<file path="config.mk">
export PLATFORM = sky130hd
export DESIGN_NAME = column_alu
export DESIGN_NICKNAME = d
export VERILOG_FILES = /design/src/rtl/column_alu_pkg.sv /design/src/rtl/column_alu_arith.sv /design/src/rtl/column_alu.sv
export SDC_FILE = /design/constraint.sdc
export NUM_CORES = 2
export LEC_CHECK = 0
export BUFFER_PORTS_ARGS = -buffer_cell sky130_fd_sc_hd__buf_4
export CAP_MARGIN = 20
export CORE_UTILIZATION = 54
export CTS_CLUSTER_SIZE = 28
export DETAILED_ROUTE_END_ITERATION = 8
export PLACE_DENSITY = 0.76
export RECOVER_POWER = 25
export SLEW_MARGIN = 20
export SYNTH_ARGS = -nofsm -noshare
export SYNTH_HDL_FRONTEND = slang
export SYNTH_HIERARCHICAL = 1
export SYNTH_SLANG_ARGS = --single-unit
</file>
<file path="constraint.sdc">
create_clock -name clk -period 11.7 [get_ports clk]
set_input_delay 0.585 -clock clk [delete_from_list [all_inputs] [get_ports clk]]
set_output_delay 0.585 -clock clk [all_outputs]
set_load 0.02 [all_outputs]
</file>
<file path="src/rtl/column_alu_pkg.sv">
// column_alu_pkg
//   Shared definitions for the column ALU: opcode and FSM state enums,
//   the reduction-opcode helper and the signed extremes of the default
//   32-bit datapath.
//   Optional feature macro used by the design files: ALU_SAT_EN.
package column_alu_pkg;

    typedef enum logic [3:0] {
        OP_ADD  = 4'd0,
        OP_SUB  = 4'd1,
        OP_MUL  = 4'd2,
        OP_MIN  = 4'd3,
        OP_MAX  = 4'd4,
        OP_RSUM = 4'd8,
        OP_RMIN = 4'd9,
        OP_RMAX = 4'd10,
        OP_RCNT = 4'd11
    } op_e;

    typedef enum logic {
        S_IDLE  = 1'b0,
        S_FRAME = 1'b1
    } state_e;

    localparam int unsigned ALU_DATA_W = 32;
    localparam logic signed [ALU_DATA_W-1:0] ALU_SMAX = 32'sh7FFF_FFFF;
    localparam logic signed [ALU_DATA_W-1:0] ALU_SMIN = 32'sh8000_0000;

    // True for the defined reduction opcodes (MSB set, RSUM..RCNT).
    function automatic logic is_reduction(input logic [3:0] cmd);
        return cmd[3] && (cmd[2:0] <= 3'd3);
    endfunction

    function automatic logic is_known_op(input logic [3:0] cmd);
        case (cmd)
            4'd0, 4'd1, 4'd2, 4'd3, 4'd4,
            4'd8, 4'd9, 4'd10, 4'd11: return 1'b1;
            default:                  return 1'b0;
        endcase
    endfunction

endpackage

</file>
<file path="src/rtl/column_alu_arith.sv">
// column_alu_arith
//   Combinational operation unit shared by the elementwise and reduction
//   paths of column_alu. Computes ADD/SUB/MUL (low DATA_W bits) with signed
//   overflow detection, and signed MIN/MAX. Reduction opcodes map onto the
//   matching elementwise operation (RSUM->ADD, RMIN->MIN, RMAX->MAX).
//   With macro ALU_SAT_EN defined, overflowing ADD/SUB/MUL/RSUM results
//   clamp to the signed extremes; otherwise they wrap.
// Ports:
//   a, b    signed operands
//   op      opcode (op_e)
//   result  signed result
//   ovf     exact result not representable in DATA_W bits
module column_alu_arith
    import column_alu_pkg::*;
#(
    parameter int DATA_W = 32
) (
    input  logic signed [DATA_W-1:0] a,
    input  logic signed [DATA_W-1:0] b,
    input  op_e                      op,
    output logic signed [DATA_W-1:0] result,
    output logic                     ovf
);

`ifdef ALU_SAT_EN
    localparam bit SAT_EN = 1'b1;
`else
    localparam bit SAT_EN = 1'b0;
`endif

    localparam logic signed [DATA_W-1:0] SMAX = {1'b0, {(DATA_W-1){1'b1}}};
    localparam logic signed [DATA_W-1:0] SMIN = {1'b1, {(DATA_W-1){1'b0}}};

    // Picks the clamp or the wrapped value; neg is the sign of the exact result.
    function automatic logic signed [DATA_W-1:0] fix_result(
        input logic                     o,
        input logic                     neg,
        input logic signed [DATA_W-1:0] wrapped
    );
        logic signed [DATA_W-1:0] clamp;
        clamp = neg ? SMIN : SMAX;
        return (SAT_EN && o) ? clamp : wrapped;
    endfunction

    logic signed [DATA_W:0]     sum;
    logic signed [DATA_W:0]     dif;
    logic signed [2*DATA_W-1:0] prod;

    always_comb begin
        // One guard bit is enough to see add/sub overflow; the product is
        // formed at full width from sign-extended operands.
        sum    = {a[DATA_W-1], a} + {b[DATA_W-1], b};
        dif    = {a[DATA_W-1], a} - {b[DATA_W-1], b};
        prod   = {{DATA_W{a[DATA_W-1]}}, a} * {{DATA_W{b[DATA_W-1]}}, b};
        result = '0;
        ovf    = 1'b0;
        case (op)
            OP_ADD, OP_RSUM: begin
                ovf    = sum[DATA_W] ^ sum[DATA_W-1];
                result = fix_result(ovf, sum[DATA_W], sum[DATA_W-1:0]);
            end
            OP_SUB: begin
                ovf    = dif[DATA_W] ^ dif[DATA_W-1];
                result = fix_result(ovf, dif[DATA_W], dif[DATA_W-1:0]);
            end
            OP_MUL: begin
                // Representable only if the upper half is a sign extension.
                ovf    = !((&prod[2*DATA_W-1:DATA_W-1]) || !(|prod[2*DATA_W-1:DATA_W-1]));
                result = fix_result(ovf, prod[2*DATA_W-1], prod[DATA_W-1:0]);
            end
            OP_MIN, OP_RMIN: result = (a < b) ? a : b;
            OP_MAX, OP_RMAX: result = (a > b) ? a : b;
            default:         result = '0;
        endcase
    end

endmodule

</file>
<file path="src/rtl/column_alu.sv">
// column_alu
//   Streaming two-operand ALU for column operations. Elementwise opcodes
//   produce one result per accepted beat; reduction opcodes accumulate in1
//   over a frame closed by in_last and produce one result per frame.
//   Valid/ready on both sides with a single registered output stage.
//   Optional macro ALU_SAT_EN: saturating ADD/SUB/MUL/RSUM (RSUM stays
//   clamped for the rest of the frame once it saturates).
// Ports:
//   clk, reset_n          clock, synchronous active-low reset
//   in_valid / in_ready   input handshake
//   in1, in2, cmd, in_last  operands, opcode, end-of-frame marker
//   out_valid / out_ready output handshake
//   out, out_last, ovf    result, frame-closing flag, overflow flag
//   err                   sticky error (unknown opcode or mid-frame cmd change)
module column_alu
    import column_alu_pkg::*;
#(
    parameter int DATA_W = 32,
    parameter int CMD_W  = 4,
    parameter int CNT_W  = 16
) (
    input  logic                     clk,
    input  logic                     reset_n,
    input  logic                     in_valid,
    output logic                     in_ready,
    input  logic signed [DATA_W-1:0] in1,
    input  logic signed [DATA_W-1:0] in2,
    input  logic [CMD_W-1:0]         cmd,
    input  logic                     in_last,
    output logic                     out_valid,
    input  logic                     out_ready,
    output logic signed [DATA_W-1:0] out,
    output logic                     out_last,
    output logic                     ovf,
    output logic                     err
);

`ifdef ALU_SAT_EN
    localparam bit SAT_EN = 1'b1;
`else
    localparam bit SAT_EN = 1'b0;
`endif

    state_e                   state_q;
    logic [CMD_W-1:0]         cmd_q;
    logic signed [DATA_W-1:0] acc_q;
    logic [CNT_W-1:0]         cnt_q;
    logic                     sum_ovf_q;
    logic signed [DATA_W-1:0] out_q;
    logic                     out_valid_q;
    logic                     out_last_q;
    logic                     ovf_q;
    logic                     err_q;

    logic                     accept;
    logic                     emit;
    logic                     err_set;
    logic [CMD_W-1:0]         eff_cmd;
    logic [3:0]               op_lo;
    logic                     op_known;
    logic                     op_red;
    op_e                      op;
    logic                     first;
    logic signed [DATA_W-1:0] ar_a;
    logic signed [DATA_W-1:0] ar_b;
    logic signed [DATA_W-1:0] ar_res;
    logic                     ar_ovf;
    logic signed [DATA_W-1:0] acc_d;
    logic [CNT_W-1:0]         cnt_d;
    logic                     sum_ovf_d;
    logic signed [DATA_W-1:0] res_d;
    logic                     ovf_d;
    logic                     last_d;

    assign in_ready = !out_valid_q || out_ready;
    assign accept   = in_valid && in_ready;

    always_comb begin
        // Inside a frame the opcode latched on its first beat governs.
        eff_cmd  = (state_q == S_FRAME) ? cmd_q : cmd;
        op_lo    = eff_cmd[3:0];
        op_known = ((eff_cmd >> 4) == '0) && is_known_op(op_lo);
        op_red   = op_known && is_reduction(op_lo);
        op       = op_e'(op_lo);
        first    = (cnt_q == '0);

        // The first reduction beat seeds the accumulator with in1 itself:
        // 0+in1 for RSUM, min/max(in1,in1) for RMIN/RMAX.
        if (op_red) begin
            ar_b = in1;
            if (first) ar_a = (op == OP_RSUM) ? '0 : in1;
            else       ar_a = acc_q;
        end else begin
            ar_a = in1;
            ar_b = in2;
        end

        cnt_d     = (&cnt_q) ? cnt_q : cnt_q + CNT_W'(1);
        sum_ovf_d = sum_ovf_q || ((op == OP_RSUM) && ar_ovf);
        // A saturated running sum is held until the frame closes.
        acc_d     = (SAT_EN && (op == OP_RSUM) && sum_ovf_q) ? acc_q : ar_res;

        if (!op_known) begin
            res_d  = '0;
            ovf_d  = 1'b0;
            last_d = in_last;
        end else if (op_red) begin
            res_d  = (op == OP_RCNT) ? DATA_W'(cnt_d) : acc_d;
            ovf_d  = (op == OP_RSUM) && sum_ovf_d;
            last_d = 1'b1;
        end else begin
            res_d  = ar_res;
            ovf_d  = ar_ovf;
            last_d = in_last;
        end

        emit    = accept && (!op_red || in_last);
        err_set = accept && (!op_known || ((state_q == S_FRAME) && (cmd != cmd_q)));
    end

    column_alu_arith #(
        .DATA_W (DATA_W)
    ) u_arith (
        .a      (ar_a),
        .b      (ar_b),
        .op     (op),
        .result (ar_res),
        .ovf    (ar_ovf)
    );

    always_ff @(posedge clk) begin
        if (!reset_n) begin
            state_q     <= S_IDLE;
            cmd_q       <= '0;
            acc_q       <= '0;
            cnt_q       <= '0;
            sum_ovf_q   <= 1'b0;
            out_q       <= '0;
            out_valid_q <= 1'b0;
            out_last_q  <= 1'b0;
            ovf_q       <= 1'b0;
            err_q       <= 1'b0;
        end else begin
            // Output stage: a new result overwrites a consumed one with no bubble.
            if (emit) begin
                out_valid_q <= 1'b1;
                out_q       <= res_d;
                out_last_q  <= last_d;
                ovf_q       <= ovf_d;
            end else if (out_ready) begin
                out_valid_q <= 1'b0;
            end

            if (err_set) err_q <= 1'b1;

            if (accept) begin
                case (state_q)
                    S_IDLE: begin
                        if (!in_last) begin
                            state_q <= S_FRAME;
                            cmd_q   <= cmd;
                        end
                    end
                    S_FRAME: begin
                        if (in_last) state_q <= S_IDLE;
                    end
                    default: state_q <= S_IDLE;
                endcase

                if (op_red) begin
                    if (in_last) begin
                        acc_q     <= '0;
                        cnt_q     <= '0;
                        sum_ovf_q <= 1'b0;
                    end else begin
                        acc_q     <= acc_d;
                        cnt_q     <= cnt_d;
                        sum_ovf_q <= sum_ovf_d;
                    end
                end
            end
        end
    end

    assign out_valid = out_valid_q;
    assign out       = out_q;
    assign out_last  = out_last_q;
    assign ovf       = ovf_q;
    assign err       = err_q;

endmodule

</file>
==> qor.txt <==
Worst skew pair latency: 0.35 ns
Full die area: 84600 µm²
Sequential Area: 1800 µm²
CP max FO: 32
Clock Skew: 0.00815 ns
Vias per Instance: 6.06
Post-Syn Nets: 6413
CP Launch Type: flop
Sequential share of the synthesized area: 4.00%
Worst Tran Pin Value: 1.21 ns
Core Util, Final: 58.5%
Rel. slew slack: 19.1%
Worst-case clock buffer depth: 2
H-tree Lvls: 3
Max Cap Violations: 0
Async SR Flop Fraction: 0%
Max-slew violations: 0
Synth warnings: 6
Setup-failing EPs final: 0
First-pass GRT wire length: 226000 µm
Largest stage delay on the critical path: 0.63 ns
Rows: 105
Worst-path clk slew: 0.07 ns
Post-synth top area share: 48.2%
Inserted Clock Buffers: 9
Antenna violations before repair: 2
Min cycle time layout: 11.35 ns
Yosys cell types: 99
Critical path's top delay family: adder cells
Hold Crit Start: acc_q[6]
PortBufs: 109
Worst Path Required: 11.94 ns
Final ANT Viol Nets: 0
Detail Placement HPWL: 117000 µm
Vias in the first global route: 39000
Synth Register Bits: 90
Synth Instances: 5005
RePlAce Congestion: 1.02
Top FF cell, synth: dfxtp_1
Tcrit/Tclk final: 97.0%
DRT Pass-1 Iters: 7
Final-report hold violation count: 0
P&R area growth vs syn: 7.03%
Critical path class: reg -> reg
CP Launch Point: cmd_q[2]
Cell mode on critical path: fa_1
Crit-path slowest cell: or4_1
Area contributors post-synth: fa_1 (48%), ha_1 (7.0%), inv_1 (6.6%), nand2_1 (6.3%), and2_1 (5.5%)
Initial Util: 54.7%
Nets@finish: 6403
Crit end category: flop
Root Driver: clkbuf_16
Leading area contributor after synthesis: fa_1
Total gr overflow: 0
Syn_area_per_cell: 9.00 µm²
Worst Path Buf+Inv: 9
Total Wirelength: 144000 µm
Via count: 36800
Ports: 110
Overall Global Routing Usage: 34.7%
Share of cells above drive strength 1: 8.42%
Post-synth EDFFs: 0
Drc violations: 0
Data arrival, critical path: 11.59 ns
Area of the multi-input gates: 39200 µm²
Worst R2R Start: cmd_q[2]
Post-Syn Area: 45100 µm²
Fmax: 88.1 MHz
CTS tree: done
Die Y: 291 µm
Status: finished clean
Clock sink count: 90
HP Class: reg -> reg
Wire per inst: 23.7 µm
Width of the die: 291 µm
Core area: 82400 µm²
Drt first-iter violations: 3621
Largest net degree at the start of global routing: 72
Fill count: 7069
cell usage in the layout (no fill, tap or decap), types with 30 or more instances in the layout:
| cell | Yosys | final |
|---|---|---|
| nand2b_1 | 41 | 41 |
| nand3b_1 | 32 | 32 |
| nand3_1 | 32 | 32 |
| and2_1 | 399 | 399 |
| a221o_1 | 32 | 32 |
| ha_1 | 251 | 251 |
| nor3_1 | 41 | 40 |
| xnor2_1 | 63 | 63 |
| fa_1 | 1084 | 1084 |
| inv_1 | 793 | 792 |
| a21o_1 | 38 | 38 |
| nand2_1 | 753 | 753 |
| clkbuf_1 | 269 | 30 |
| nor2_1 | 173 | 173 |
| mux2_2 | 46 | 40 |
| mux2i_1 | 48 | 48 |
| o21ai_0 | 121 | 101 |
| dfxtp_1 | 90 | 89 |
| buf_4 | 7 | 243 |
| a21oi_1 | 183 | 182 |
kinds of logic after synthesis:
| logic type | after synthesis | share of synthesized area, % |
|---|---|---|
| flops | 90 | 4.00 |
| mux | 94 | 2.22 |
| xor+xnor | 88 | 1.71 |
| fa+ha+maj | 1335 | 55.1 |
| buf+inv | 1120 | 9.54 |
| compound gates | 671 | 10.1 |
| simple gates | 1607 | 17.3 |
worst paths after layout:
| kind | endpoint | slack, ns | cells after the start |
|---|---|---|---|
| worst max-delay path | ovf | 0.35 | 35 |
| worst min-delay path | acc_q[6] | 0.45 | 2 |
| worst max register to register | ovf | 0.35 | 35 |
| worst min register to register | acc_q[6] | 0.45 | 2 |
layer usage:
layer	global-route usage, %	routed length, µm
met1	43.7	52500
met2	56.7	67900
met3	4.62	11900
met4	21.7	11400
met5	0	13
synthesized netlist by cell type (all sizes together), types with 14 or more instances:
cell and n:
fa 1084, o22ai 26, and2 401, a21oi 186, o211ai 15, nor3 42, nor2b 15, xor2 25
o21bai 29, a221o 32, buf 55, and3 18, nand3b 32, nand3 32, nand4 29, a21o 38
clkbuf 269, a22oi 27, nor4 18, mux2i 48, o221ai 29, nor2 175, nand2b 41, a211oi 19
a31oi 20, mux2 46, o21a 14, a221oi 14, xnor2 63, o21ai 142, inv 794, dfxtp 90
ha 251, nand2 753
sequential cells by signal, summed over array words and instances (netlist names):
| signal | flops |
|---|---|
| cnt_q | 16 |
| out_valid | 1 |
| cmd_q | 4 |
| out_last | 1 |
| sum_ovf_q | 1 |
| out | 32 |
| acc_q | 32 |
| err | 1 |
| ovf | 1 |
| state_q | 1 |
timing repair:
action	4_1_cts	5_1_grt
pin swaps	0	4
setup buffers	0	13
hold buffers	0	0
gates cloned	0	1
gates resized for setup	4	22
endpoints found under the setup margin	2	2
worst reg2reg max path, delay by kind of cell, from the launching register on:
family	cells	cell delay, ns
fa+ha+maj	9	4.65
simple gates	9	2.57
buf+inv	9	1.54
compound gates	6	1.48
mux	1	0.44
flops	1	0.41
xor+xnor	1	0.16
cell type report:
cell class / count / share of cell area, %
multi-input combinational: 3796 / 81.4
inverter: 796 / 6.20
sequential: 90 / 3.74
tap: 1070 / 2.78
clock inverter: 6 / 0.184
antenna: 2 / 0.0104
timing repair buffer: 302 / 5.22
clock buffer: 10 / 0.496
metrics by stage:
stage          setup TNS, ns  worst slack [ns]  area [µm²]  hold WS (ns)  std cells
2_1_floorplan              0              1.19       45100         0.432       5005
3_3_place_gp         -0.0954           -0.0885       47700         0.439       6039
3_5_place_dp         -0.0821           -0.0821       47700         0.443       6040
4_1_cts                    0            0.0813       48000         0.453       6056
5_1_grt              -0.0490           -0.0490       48200         0.468       6070
6_report                   0             0.351       48200         0.451       6072
Power is left out: the tool's default activity adds up to more than one toggle a clock period on the data nets, which glitch-free logic cannot reach.
